==> src/rtl/button_counter_updown.sv <==
// Up/down push-button counter: 2-flop sync, shared debounce/repeat timer, wrap or saturate count.
// Latency: count moves DEBOUNCE_CYCLES+3 edges after the pin falls; free-running, no backpressure.
module button_counter_updown #(
    parameter int WIDTH           = 4,
    parameter int DEBOUNCE_CYCLES = 5000000,
    parameter int REPEAT_EN       = 1,
    parameter int REPEAT_DELAY    = 25000000,
    parameter int REPEAT_PERIOD   = 5000000,
    parameter int WRAP            = 0
) (
    input  logic             clk,
    input  logic             rst,
    input  logic             inc_btn,
    input  logic             dec_btn,
    output logic [WIDTH-1:0] count,
    output logic             step,
    output logic             step_dir,
    output logic             at_min,
    output logic             at_max
);

    localparam int MAX_DR  = (DEBOUNCE_CYCLES > REPEAT_DELAY) ? DEBOUNCE_CYCLES : REPEAT_DELAY;
    localparam int MAX_CYC = (MAX_DR > REPEAT_PERIOD) ? MAX_DR : REPEAT_PERIOD;
    localparam int TW      = (MAX_CYC > 1) ? $clog2(MAX_CYC) : 1;

    localparam logic [TW-1:0]    DEB_LD    = TW'(DEBOUNCE_CYCLES - 1);
    localparam logic [TW-1:0]    DLY_LD    = TW'(REPEAT_DELAY - 1);
    localparam logic [TW-1:0]    PER_LD    = TW'(REPEAT_PERIOD - 1);
    localparam logic [WIDTH-1:0] COUNT_MAX = {WIDTH{1'b1}};

    typedef enum logic [2:0] {
        S_IDLE     = 3'd0,
        S_DEBOUNCE = 3'd1,
        S_STEP     = 3'd2,
        S_HOLD     = 3'd3,
        S_RELEASE  = 3'd4
    } state_t;

    state_t            state_q, state_d;
    logic [TW-1:0]     timer_q, timer_d;
    logic              dir_q, dir_d;
    logic              rep_q, rep_d;
    logic [WIDTH-1:0]  count_q, count_d;
    logic              step_q, step_d;
    logic              step_dir_q, step_dir_d;
    logic              inc_s1_q, inc_s1_d, inc_s2_q, inc_s2_d;
    logic              dec_s1_q, dec_s1_d, dec_s2_q, dec_s2_d;

    logic              inc_p, dec_p, act_p, oth_p, tmr_zero;
    logic [TW-1:0]     tmr_dec;

    always_comb begin
        inc_s1_d = inc_btn;
        inc_s2_d = inc_s1_q;
        dec_s1_d = dec_btn;
        dec_s2_d = dec_s1_q;
    end

    always_comb begin
        inc_p    = ~inc_s2_q;
        dec_p    = ~dec_s2_q;
        act_p    = dir_q ? inc_p : dec_p;
        oth_p    = dir_q ? dec_p : inc_p;
        tmr_zero = (timer_q == '0);
        tmr_dec  = timer_q - TW'(1);
    end

    always_comb begin
        state_d    = state_q;
        timer_d    = timer_q;
        dir_d      = dir_q;
        rep_d      = rep_q;
        count_d    = count_q;
        step_d     = 1'b0;
        step_dir_d = step_dir_q;

        case (state_q)
            S_IDLE: begin
                if (inc_p ^ dec_p) begin
                    dir_d   = inc_p;
                    timer_d = DEB_LD;
                    state_d = S_DEBOUNCE;
                end
            end
            S_DEBOUNCE: begin
                if (!act_p || oth_p) begin
                    state_d = S_IDLE;
                end else if (tmr_zero) begin
                    rep_d   = 1'b0;
                    state_d = S_STEP;
                end else begin
                    timer_d = tmr_dec;
                end
            end
            S_STEP: begin
                timer_d = rep_q ? PER_LD : DLY_LD;
                state_d = S_HOLD;
                // At a saturation limit the FSM still walks through STEP, only the count is frozen.
                if (dir_q) begin
                    if ((count_q != COUNT_MAX) || (WRAP != 0)) begin
                        count_d    = count_q + WIDTH'(1);
                        step_d     = 1'b1;
                        step_dir_d = 1'b1;
                    end
                end else begin
                    if ((count_q != '0) || (WRAP != 0)) begin
                        count_d    = count_q - WIDTH'(1);
                        step_d     = 1'b1;
                        step_dir_d = 1'b0;
                    end
                end
            end
            S_HOLD: begin
                if (!act_p) begin
                    timer_d = DEB_LD;
                    state_d = S_RELEASE;
                end else if ((REPEAT_EN != 0) && tmr_zero) begin
                    rep_d   = 1'b1;
                    state_d = S_STEP;
                end else if (!tmr_zero) begin
                    timer_d = tmr_dec;
                end
            end
            S_RELEASE: begin
                if (act_p) begin
                    timer_d = DEB_LD;
                end else if (tmr_zero) begin
                    state_d = S_IDLE;
                end else begin
                    timer_d = tmr_dec;
                end
            end
            default: begin
                state_d = S_IDLE;
            end
        endcase
    end

    always_ff @(posedge clk or posedge rst) begin
        if (rst) begin
            state_q    <= S_IDLE;
            timer_q    <= '0;
            dir_q      <= 1'b0;
            rep_q      <= 1'b0;
            count_q    <= '0;
            step_q     <= 1'b0;
            step_dir_q <= 1'b0;
            inc_s1_q   <= 1'b1;
            inc_s2_q   <= 1'b1;
            dec_s1_q   <= 1'b1;
            dec_s2_q   <= 1'b1;
        end else begin
            state_q    <= state_d;
            timer_q    <= timer_d;
            dir_q      <= dir_d;
            rep_q      <= rep_d;
            count_q    <= count_d;
            step_q     <= step_d;
            step_dir_q <= step_dir_d;
            inc_s1_q   <= inc_s1_d;
            inc_s2_q   <= inc_s2_d;
            dec_s1_q   <= dec_s1_d;
            dec_s2_q   <= dec_s2_d;
        end
    end

    assign count    = count_q;
    assign step     = step_q;
    assign step_dir = step_dir_q;
    assign at_min   = (count_q == '0);
    assign at_max   = (count_q == COUNT_MAX);

endmodule
==> config.mk <==
export PLATFORM = sky130hd
export DESIGN_NAME = button_counter_updown
export DESIGN_NICKNAME = d
export VERILOG_FILES = /design/src/rtl/button_counter_updown.sv
export SDC_FILE = /design/constraint.sdc
export NUM_CORES = 1
export LEC_CHECK = 0
export BUFFER_PORTS_ARGS = -buffer_cell sky130_fd_sc_hd__buf_4
export CORE_UTILIZATION = 40
export CTS_BUF_LIST = sky130_fd_sc_hd__clkbuf_8
export CTS_CLUSTER_DIAMETER = 50
export DETAILED_ROUTE_END_ITERATION = 16
export PLACE_DENSITY = 0.67
export SLEW_MARGIN = 20
export SYNTH_ARGS = -nofsm -noshare
export SYNTH_HDL_FRONTEND = slang
export SYNTH_SLANG_ARGS = --single-unit
==> constraint.sdc <==
create_clock -name clk -period 2.9 [get_ports clk]
set_clock_uncertainty 0.1 [all_clocks]
set_input_delay 0.58 -clock clk [delete_from_list [all_inputs] [get_ports clk]]
set_output_delay 0.58 -clock clk [all_outputs]
set_load 0.05 [all_outputs]
==> results.tsv <==
stage	metric	value	unit
logic_synthesis	top_reg_cell synth	dfrtp_1	
grt	GR Util All Layers	18.7	%
cts	post_cts resized	0	
grt	global-route wire length before repair	9070	µm
grt	initial antenna violation count	0	
cells_and_area	Fillers	575	
detailed_routing	vias per cell	5.75	
cts	setup bufs post-CTS	0	
cells_and_area	multi-input logic area	1280	µm²
timing	RSZ-0062 raised after global routing	no	
cts	# clock sinks	40	
detailed_routing	Detailed Route WL	5210	µm
run	max cap viols	0	
place	HPWL after DPL	3560	µm
grt	number of global-route vias before repair	1800	
grt	Overflow after GRT	0	
pwr	PwrDens	563	nW/µm²
timing	Slew Viols, Final	0	
timing	Final WS setup	362	ps
cells_and_area	synth-to-layout area growth	11.7	%
detailed_routing	Detailed Route Iter0 Violations	201	
cells_and_area	fin nets	282	
logic_synthesis	Post-Syn Area	2380	µm²
detailed_routing	Routed Antenna Nets	0	
place	pre-CTS WS	389	ps
place	Port Buf Inserts	11	
logic_synthesis	synthesized area per cell	9.13	µm²
logic_synthesis	most frequent cell after synthesis	dfrtp_1	
logic_synthesis	Post-synth top cells	dfrtp_1 (36), nor2_1 (28), nand2_1 (25)	
logic_synthesis	total number of yosys warnings	0	
logic_synthesis	synth top area cells	dfrtp_1 (38%), xor2_1 (4.8%), dfstp_2 (4.4%)	
floorplanning	Initial Util	42.5	%
logic_synthesis	sequential share of the synthesized area	42.2	%
timing	Setup TNS Final	0	ps
floorplanning	core box area	5610	µm²
worst_setup_path	WS Path Type	reg2reg	
worst_setup_path	worst-path fanout max	23	
floorplanning	Core Rows	27	
worst_setup_path	Worst Path Arrival	2620	ps
worst_setup_path	crit-path cells	nor4_4, nand2_2, or4_4, and3_1, a311o_1	
cells_and_area	layout cells sized above 1	16.4	%
detailed_routing	Pre-Repair DR Iteration Count	5	
timing	Tcrit/Tclk final	87.5	%
cts	TritonCTS clock tree	yes	
timing	Final min period	2540	ps
worst_setup_path	Worst path max stage delay	690	ps
detailed_routing	Residual DRC	0	
floorplanning	die extent in y	79.2	µm
timing	Fin. Hold Viols	0	
floorplanning	DIE WIDTH	79.2	µm
worst_setup_path	Worst Setup End Kind	register	
worst_setup_path	Worst Setup Start Kind	register	
timing	max frequency	394	MHz
logic_synthesis	area share of the largest cell type after synthesis	37.8	%
detailed_routing	WL per Instance	15.1	µm
logic_synthesis	dominant cell type by area after synthesis	dfrtp_1	
cts	CTS buffer count	5	
logic_synthesis	Post-synth EDFFs	0	
cts	CTS root buffer	clkbuf_8	
cts	Max Root-Sink Buffers	2	
worst_setup_path	required time of the critical path	2980	ps
place	Final GP Congestion	0.935	
cells_and_area	register area	1010	µm²
detailed_routing	via count	1988	
floorplanning	# IOs	12	
logic_synthesis	Unique masters post-synth	56	
pwr	Lkg Pwr	1.08	nW
cts	H-tree depth	2	
pwr	IR drop worst, VDD	0.294	mV
logic_synthesis	ys async rst share	100	%
outcome	outcome	complete, no violations	
floorplanning	die area	6270	µm²
logic_synthesis	Cells after Synth	261	
timing	slew at the pin with the worst max-slew slack	575	ps
cts	CTS hold repair buffers	0	
timing	slew margin rel.	61.5	%
logic_synthesis	FF+latch count, synth	40	
logic_synthesis	Mapped Nets	270	
hold_path	Hold WC Path Type	reg2reg	
cts	Worst-path clk slew	90	ps
timing	# setup viols final	0	
cts	worst skew pair latency	300	ps
cells_and_area	# diodes	0	
grt	largest net degree at the start of global routing	41	
worst_setup_path	critical path's slowest cell	or4_4	
[layout by cell type (no fill, tap or decap), types with 2 or more instances in the layout]
cell and count:
dfrtp_1 36, nor2_1 28, nand2_1 25, buf_4 18, xor2_1 13, o21ai_0 13
a21oi_1 12, nand3_1 11, nor4_1 10, inv_1 9, nand4_1 8, xnor2_1 7
nor3_1 7, nand2b_1 5, clkbuf_8 5, ha_1 4, dfstp_2 4, and3_1 3
a31oi_1 3, nand4_2 3, or2_2 2, mux2i_1 2, o311ai_0 2, mux2_2 2
nor3b_1 2, or3_1 2, nand4b_1 2, o311a_1 2, a41oi_1 2, nor4_2 2
a211oi_1 2
[path summary, 6_finish.rpt]
path                             from     endpoint  slack [ps]  depth (start not counted)
setup / recovery           timer_q[2]  timer_q[16]         360                          5
hold / removal               inc_s1_q     inc_s2_q         260                          0
setup reg to reg           timer_q[2]  timer_q[16]         360                          5
hold reg to reg              inc_s1_q     inc_s2_q         260                          0
max in group asynchronous         rst   timer_q[7]        2040                          3
min in group asynchronous         rst   state_q[0]         300                          3
[flip-flops by register name, indices dropped and copies added (netlist names)]
register  cells
state_q       3
step          1
inc_s2_q      1
rep_q         1
inc_s1_q      1
count         4
step_dir      1
dir_q         1
timer_q      25
dec_s2_q      1
dec_s1_q      1
[worst max-delay path: cells and delay by family, from the launching register on]
kind,cells,cell delay (ps)
AOI/OAI and AO/OA,1,350
DFF,1,460
and+or+nand+nor,4,1520
[final cells by class]
type	instances	area share, %
multi-input combinational	199	48.2
clock buffer	5	2.58
sequential	40	37.8
timing repair buffer	18	5.08
inverter	9	1.27
clock inverter	3	1.74
tap	72	3.38
[per-layer routing]
layer	wire, µm	vias to the layer above	global-route usage [%]
li1	-	968	-
met1	2570	948	27.6
met2	2340	68	27.0
met3	243	4	3.68
met4	54	0	6.36
met5	0	-	0
[where the power goes]
group	internal (mW)	switching [mW]
clock	0.259	0.216
sequential	0.601	0.0651
combinational	0.132	0.225
total	0.993	0.506
[kinds of logic after synthesis]
kind of cell	count (synthesis)	synth area share [%]
compound gates	50	13.8
buf+inv	22	4.46
xor+xnor	20	7.35
flops	40	42.2
simple gates	120	27.5
mux	4	1.78
fa+ha+maj	5	2.94
[per-stage QoR]
stage | power (mW) | area [µm²] | utilization, % | hold WS, ps | std cells
2_1_floorplan | 0.929 | 2390 | - | 245 | 261
3_3_place_gp | 1.02 | 2540 | 45.3 | 246 | 338
3_5_place_dp | 1.03 | 2540 | 45.3 | 247 | 338
4_1_cts | 1.51 | 2660 | 47.4 | 261 | 346
5_1_grt | 1.60 | 2660 | 47.5 | 253 | 346
6_report | 1.50 | 2660 | 47.5 | 260 | 346
(Power assumes the default switching activity.)
